## src/rtl/ifetch_ctrl.sv

```systemverilog
// Instruction-fetch sequencer: owns the PC, drives a combinational instruction memory,
// and buffers {pc, ins} in a 2-entry FIFO toward decode. Optional perf counters: IFETCH_PERF_EN.
module ifetch_ctrl #(
  parameter logic [31:0] RESET_PC  = 32'h0000_0000,
  parameter logic [31:0] HALT_INSN = 32'hFFFF_FFFF
) (
  input  logic        clk,
  input  logic        rst_n,
  input  logic        start,
  output logic [31:0] mem_addr,
  input  logic [31:0] mem_ins,
  output logic        out_valid,
  input  logic        out_ready,
  output logic [31:0] out_ins,
  output logic [31:0] out_pc,
  input  logic        redirect_valid,
  input  logic [31:0] redirect_pc,
  output logic        halted,
  output logic [31:0] fetch_cnt,
  output logic [31:0] stall_cnt
);

  typedef enum logic [1:0] {
    IDLE = 2'd0,
    RUN  = 2'd1,
    HALT = 2'd2
  } state_t;

  state_t      state;
  state_t      state_next;
  logic [31:0] pc;
  logic [1:0]  count;
  logic [31:0] head_pc;
  logic [31:0] head_ins;
  logic [31:0] tail_pc;
  logic [31:0] tail_ins;
  logic        pop;
  logic        push;
  logic        redirect;
  logic        unused_rpc_bits;

  assign unused_rpc_bits = ^redirect_pc[1:0];

  assign mem_addr  = pc;
  assign out_valid = (count != 2'd0);
  assign out_pc    = head_pc;
  assign out_ins   = head_ins;
  assign halted    = (state == HALT);

  // Redirect outranks everything and is dropped entirely while idle.
  always_comb begin
    redirect = redirect_valid && (state != IDLE);
    pop      = out_valid && out_ready;
    push     = (state == RUN) && !redirect && ((count != 2'd2) || pop);
  end

  always_comb begin
    state_next = state;
    case (state)
      IDLE: if (start) state_next = RUN;
      RUN: begin
        if (redirect)                          state_next = RUN;
        else if (push && (mem_ins == HALT_INSN)) state_next = HALT;
      end
      HALT: if (redirect) state_next = RUN;
      default: state_next = IDLE;
    endcase
  end

  always_ff @(posedge clk or negedge rst_n) begin
    if (!rst_n) state <= IDLE;
    else        state <= state_next;
  end

  // Head is always entry 0; a pop shifts the tail forward so order is kept.
  always_ff @(posedge clk or negedge rst_n) begin
    if (!rst_n) begin
      pc       <= RESET_PC;
      count    <= 2'd0;
      head_pc  <= '0;
      head_ins <= '0;
      tail_pc  <= '0;
      tail_ins <= '0;
    end else if (redirect) begin
      pc    <= {redirect_pc[31:2], 2'b00};
      count <= 2'd0;
    end else begin
      if (push) pc <= pc + 32'd4;
      case ({push, pop})
        2'b10: begin
          if (count == 2'd0) begin
            head_pc  <= pc;
            head_ins <= mem_ins;
          end else begin
            tail_pc  <= pc;
            tail_ins <= mem_ins;
          end
          count <= count + 2'd1;
        end
        2'b01: begin
          head_pc  <= tail_pc;
          head_ins <= tail_ins;
          count    <= count - 2'd1;
        end
        2'b11: begin
          if (count == 2'd1) begin
            head_pc  <= pc;
            head_ins <= mem_ins;
          end else begin
            head_pc  <= tail_pc;
            head_ins <= tail_ins;
            tail_pc  <= pc;
            tail_ins <= mem_ins;
          end
        end
        default: ;
      endcase
    end
  end

`ifdef IFETCH_PERF_EN
  logic [31:0] fetch_q;
  logic [31:0] stall_q;

  always_ff @(posedge clk or negedge rst_n) begin
    if (!rst_n) begin
      fetch_q <= '0;
      stall_q <= '0;
    end else begin
      if (push)                    fetch_q <= fetch_q + 32'd1;
      if (out_valid && !out_ready) stall_q <= stall_q + 32'd1;
    end
  end

  assign fetch_cnt = fetch_q;
  assign stall_cnt = stall_q;
`else
  assign fetch_cnt = '0;
  assign stall_cnt = '0;
`endif

endmodule

```

## config.mk

```make
export PLATFORM = sky130hd
export DESIGN_NAME = ifetch_ctrl
export DESIGN_NICKNAME = d
export VERILOG_FILES = /design/src/rtl/ifetch_ctrl.sv
export SDC_FILE = /design/constraint.sdc
export NUM_CORES = 1
export LEC_CHECK = 0
export ABC_CLOCK_PERIOD_IN_PS = 2600
export CAP_MARGIN = 20
export CORE_MARGIN = 8
export CORE_UTILIZATION = 40
export CTS_CLUSTER_DIAMETER = 150
export CTS_CLUSTER_SIZE = 20
export DETAILED_ROUTE_END_ITERATION = 10
export GPL_ROUTABILITY_DRIVEN = 1
export GPL_TIMING_DRIVEN = 1
export PLACE_DENSITY = 0.72
export SLEW_MARGIN = 40
export SYNTH_ARGS = -nofsm -noshare
export SYNTH_HDL_FRONTEND = slang
export SYNTH_SLANG_ARGS = --single-unit
```

## constraint.sdc

```tcl
create_clock -name clk -period 2.6 [get_ports clk]
set_input_delay 0.26 -clock clk [delete_from_list [all_inputs] [get_ports clk]]
set_output_delay 0.26 -clock clk [all_outputs]
set_load 0.05 [all_outputs]
```

==> metrics.txt <==
# TYPE chip_impl_metric gauge
chip_impl_metric{name="wl",unit="mm"} 19.9
chip_impl_metric{name="tns",unit="ns"} 0
chip_impl_metric{name="synthAdderAreaFrac",unit="%"} 0.644
chip_impl_metric{name="tritoncts_num_sinks",unit=""} 159
chip_impl_metric{name="floorplan_die_area",unit="µm²"} 24100
chip_impl_metric{name="floorplan.io_pins",unit=""} 231
chip_impl_metric{name="timing.final.hold_violations",unit=""} 0
chip_impl_metric{name="die-width",unit="µm"} 155
chip_impl_info{name="worst_hold_path_type",value="input pin to async pin"} 1
chip_impl_metric{name="relative_max_transition_margin",unit="%"} 56.7
chip_impl_metric{name="detail_route.drc_violations",unit=""} 0
chip_impl_metric{name="timing.reg2reg.setup_slack",unit="ns"} 0.26
chip_impl_info{name="clockRootBuffer",value="sky130_fd_sc_hd__clkbuf_16"} 1
chip_impl_metric{name="drive_gt1_share",unit="%"} 11.7
chip_impl_metric{name="cap_violations",unit=""} 0
chip_impl_info{name="timing.critical_path.slowest_stage_cell",value="sky130_fd_sc_hd__mux2_2"} 1
chip_impl_metric{name="synth_xor_xnor_area_share",unit="%"} 2.48
chip_impl_info{name="endpoint_class_of_the_critical_path",value="flop"} 1
chip_impl_metric{name="clock_edge_transition_at_the_registers_on_the_reported_setup_and_hold_paths",unit="ns"} 0.06
chip_impl_metric{name="netlist_instances",unit=""} 720
chip_impl_metric{name="route.antenna.remaining_nets",unit=""} 0
chip_impl_metric{name="synthMuxAreaShare",unit="%"} 16.7
chip_impl_metric{name="overflow",unit=""} 0
chip_impl_info{name="regToRegStartpoint",value="count[0]$_DFFE_PN0P_"} 1
chip_impl_metric{name="combined_area_of_the_multi_input_logic_cells",unit="µm²"} 3340
chip_impl_info{name="commonest_cells_after_routing_fill_and_taps_aside",value="sky130_fd_sc_hd__clkdlybuf4s50_1, sky130_fd_sc_hd__dfrtp_1, sky130_fd_sc_hd__nor2_1"} 1
chip_impl_metric{name="floorplan.core_area",unit="µm²"} 19300
chip_impl_metric{name="worst-path-max-fanout",unit=""} 20
chip_impl_metric{name="ctsHtreeMaxLevel",unit=""} 4
chip_impl_info{name="worstReg2RegEnd",value="tail_pc[22]$_DFFE_PN0P_"} 1
chip_impl_info{name="mostFrequentLayoutCell",value="sky130_fd_sc_hd__clkdlybuf4s50_1"} 1
chip_impl_metric{name="layout_worst_path_cycle_share",unit="%"} 90.1
chip_impl_metric{name="fin_worst_skew",unit="ns"} 0.0225
chip_impl_metric{name="via_count_of_the_first_global_routing_pass",unit=""} 5788
chip_impl_metric{name="finalCriticalPeriod",unit="ns"} 2.34
chip_impl_metric{name="post_cts.resized_instances",unit=""} 0
chip_impl_metric{name="antenna_found_initial",unit=""} 1
chip_impl_metric{name="finalHoldWorstSlack",unit="ns"} 0.383
chip_impl_metric{name="clock_tree.buffer_depth",unit=""} 2
chip_impl_metric{name="grt_first_pass_wirelength",unit="mm"} 31.9
chip_impl_metric{name="seqCellArea",unit="µm²"} 3980
chip_impl_metric{name="synthesis.yosys.warnings",unit=""} 0
chip_impl_metric{name="vias_per_cell",unit=""} 4.88
chip_impl_metric{name="place.port_buffers",unit=""} 162
chip_impl_info{name="timing.critical_path.max_delay_family",value="compound AO/OA/AOI/OAI gates"} 1
chip_impl_metric{name="postSynthRegisterBits",unit=""} 159
chip_impl_metric{name="timing.reg2reg.worst_path_depth",unit=""} 7
chip_impl_metric{name="fillers",unit=""} 1737
chip_impl_info{name="combinational_family_with_the_most_area_after_synthesis",value="multiplexers"} 1
chip_impl_metric{name="number_of_drc_violations_after_detailed_routing_iteration_0",unit=""} 239
chip_impl_metric{name="synthesis.area",unit="µm²"} 7770
chip_impl_metric{name="drt_pass1_iterations",unit=""} 4
chip_impl_metric{name="floorplan.rows",unit=""} 51
chip_impl_metric{name="path_buf_inv",unit=""} 2
chip_impl_metric{name="cts_inserted_buffers",unit=""} 17
chip_impl_metric{name="peakVddDrop",unit="mV"} 0.718
chip_impl_metric{name="tightest_slew",unit="ns"} 0.645
chip_impl_info{name="grt_setup_unrepaired",value="false"} 1
chip_impl_metric{name="place.gp.congestion",unit=""} 0.769
chip_impl_metric{name="report.final.setup_viol",unit=""} 0
chip_impl_info{name="critical_path.startpoint_type",value="flop"} 1
chip_impl_metric{name="hpwl_after_detailed_placement",unit="mm"} 14.2
chip_impl_metric{name="yosys.area_share.simple",unit="%"} 11.1
chip_impl_info{name="worst_path_class_setup",value="flop to flop"} 1
chip_impl_metric{name="postSynthAreaPerCell",unit="µm²"} 10.8
chip_impl_metric{name="diodes",unit=""} 0
chip_impl_metric{name="synth_compound_area_share",unit="%"} 8.46
chip_impl_metric{name="cpPeakStageDelay",unit="ns"} 0.38
chip_impl_metric{name="grt_start_max_net_pins",unit=""} 106
chip_impl_metric{name="synth_sequential_area_ratio",unit="%"} 51.2
chip_impl_metric{name="power_density",unit="nW/µm²"} 1240
chip_impl_info{name="run_status",value="completed"} 1
chip_impl_info{name="dominantRegCellSynth",value="sky130_fd_sc_hd__dfrtp_1"} 1
chip_impl_metric{name="post_drt_wl_per_cell",unit="µm"} 17.1
chip_impl_metric{name="power.static_leakage",unit="nW"} 4.17
chip_impl_metric{name="arrival",unit="ns"} 2.65
chip_impl_metric{name="postSynth.asyncResetShare",unit="%"} 100
chip_impl_metric{name="maximum_clock_frequency",unit="MHz"} 427
chip_impl_metric{name="groute.usage.overall",unit="%"} 16.7
chip_impl_metric{name="required",unit="ns"} 2.91
chip_impl_metric{name="die_height",unit="µm"} 155
chip_impl_metric{name="holdBufCountCts",unit=""} 1
chip_impl_metric{name="report.final.slew_viol_count",unit=""} 0
chip_impl_metric{name="area_delta_synth_final",unit="%"} 31.0
chip_impl_info{name="cts_tree",value="yes"} 1
chip_impl_metric{name="vias",unit=""} 5671
chip_impl_metric{name="worstSetupPathDepth",unit=""} 7
chip_impl_info{name="path_cells",value="inv_1, ha_1, nand2b_1, a21o_1, a211oi_4, buf_4, mux2_2"} 1
chip_impl_metric{name="cts.repair_timing.setup_buffer_count",unit=""} 0
chip_impl_metric{name="synth_enable_flop_cells",unit=""} 0
chip_impl_metric{name="netlist-cell-type-count",unit=""} 42
chip_impl_metric{name="clk-insertion-delay-late",unit="ns"} 0.43
chip_impl_metric{name="design.final.nets",unit=""} 957
chip_impl_metric{name="initial_utilization",unit="%"} 40.3
cells in the mapped netlist, drive strengths merged (2+ instances only):
cell,count,share of area [%]
nand2,29,1.4
nor4,3,0.24
and4,2,0.23
clkbuf,17,0.82
nor3,11,0.71
a311oi,3,0.34
nor2,88,4.3
mux2,63,9.1
nand3,7,0.45
and3,8,0.64
inv,8,0.39
dfrtp,159,51
ha,4,0.64
a2111oi,2,0.39
a211oi,9,1.0
nor2b,2,0.16
o21ai,23,1.5
xor2,14,1.6
nand4,24,1.9
buf,87,8.2
and2,3,0.24
xnor2,8,0.90
nor3b,3,0.29
mux2i,59,7.6
a21oi,73,4.7
flip-flops by register name, summed over array words and instances (netlist names):
signal and cells:
mem_addr 30, state 2, tail_pc 30, count 2
out_pc 31, out_ins 32, tail_ins 32
power by group:
part           internal (W)  switching, W  total (W)
Combinational       0.00220       0.00369    0.00589
Clock               0.00165      0.000996    0.00265
Sequential          0.00351      0.000583    0.00410
metrics by stage:
stage                     utilization, %  worst slack, ns  std cells  instance area [µm²]  total power [W]
after detailed placement            49.5            0.195       1129                 9540           0.0101
after CTS                           52.8            0.248       1161                10200           0.0128
after global placement              49.5            0.211       1129                 9540          0.00995
after global routing                52.8            0.104       1161                10200           0.0133
after floorplan                        -            0.307        785                 8010          0.00827
final                               52.8            0.256       1161                10200           0.0126
final cells by class:
| class | count | area share [%] |
|---|---|---|
| well taps | 265 | 3.26 |
| clock inverters | 10 | 1.57 |
| flip-flops and latches | 159 | 39.1 |
| clock buffers | 21 | 4.53 |
| inverters | 8 | 0.295 |
| repair buffers | 184 | 18.5 |
| multi-input cells | 514 | 32.8 |
logic make-up after synthesis:
kind of cell | after synthesis
AND/OR/NAND/NOR | 185
adder cells (fa/ha/maj) | 4
AO/OA/AOI/OAI | 115
other | 1
multiplexers | 122
buffers and inverters | 112
XOR/XNOR | 22
flip-flops | 159
how the worst max path moves through the flow:
stage / from / to / slack (ns)
global placement: redirect_valid / tail_pc[20]$_DFFE_PN0P_ / 0.21
detailed placement: redirect_valid / tail_pc[22]$_DFFE_PN0P_ / 0.19
finish: count[0]$_DFFE_PN0P_ / tail_pc[22]$_DFFE_PN0P_ / 0.26
floorplan: state[1]$_DFFE_PN0P_ / tail_pc[23]$_DFFE_PN0P_ / 0.31
global route: count[1]$_DFFE_PN0P_ / tail_pc[14]$_DFFE_PN0P_ / 0.10
CTS: count[0]$_DFFE_PN0P_ / tail_pc[22]$_DFFE_PN0P_ / 0.25
metal layers:
metal | global-route usage (%) | routed length, µm
met3 | 5.33 | 1280
met2 | 27.2 | 9660
met5 | 0 | 10
met1 | 21.1 | 8800
met4 | 3.93 | 138
(Power assumes the default switching activity.)
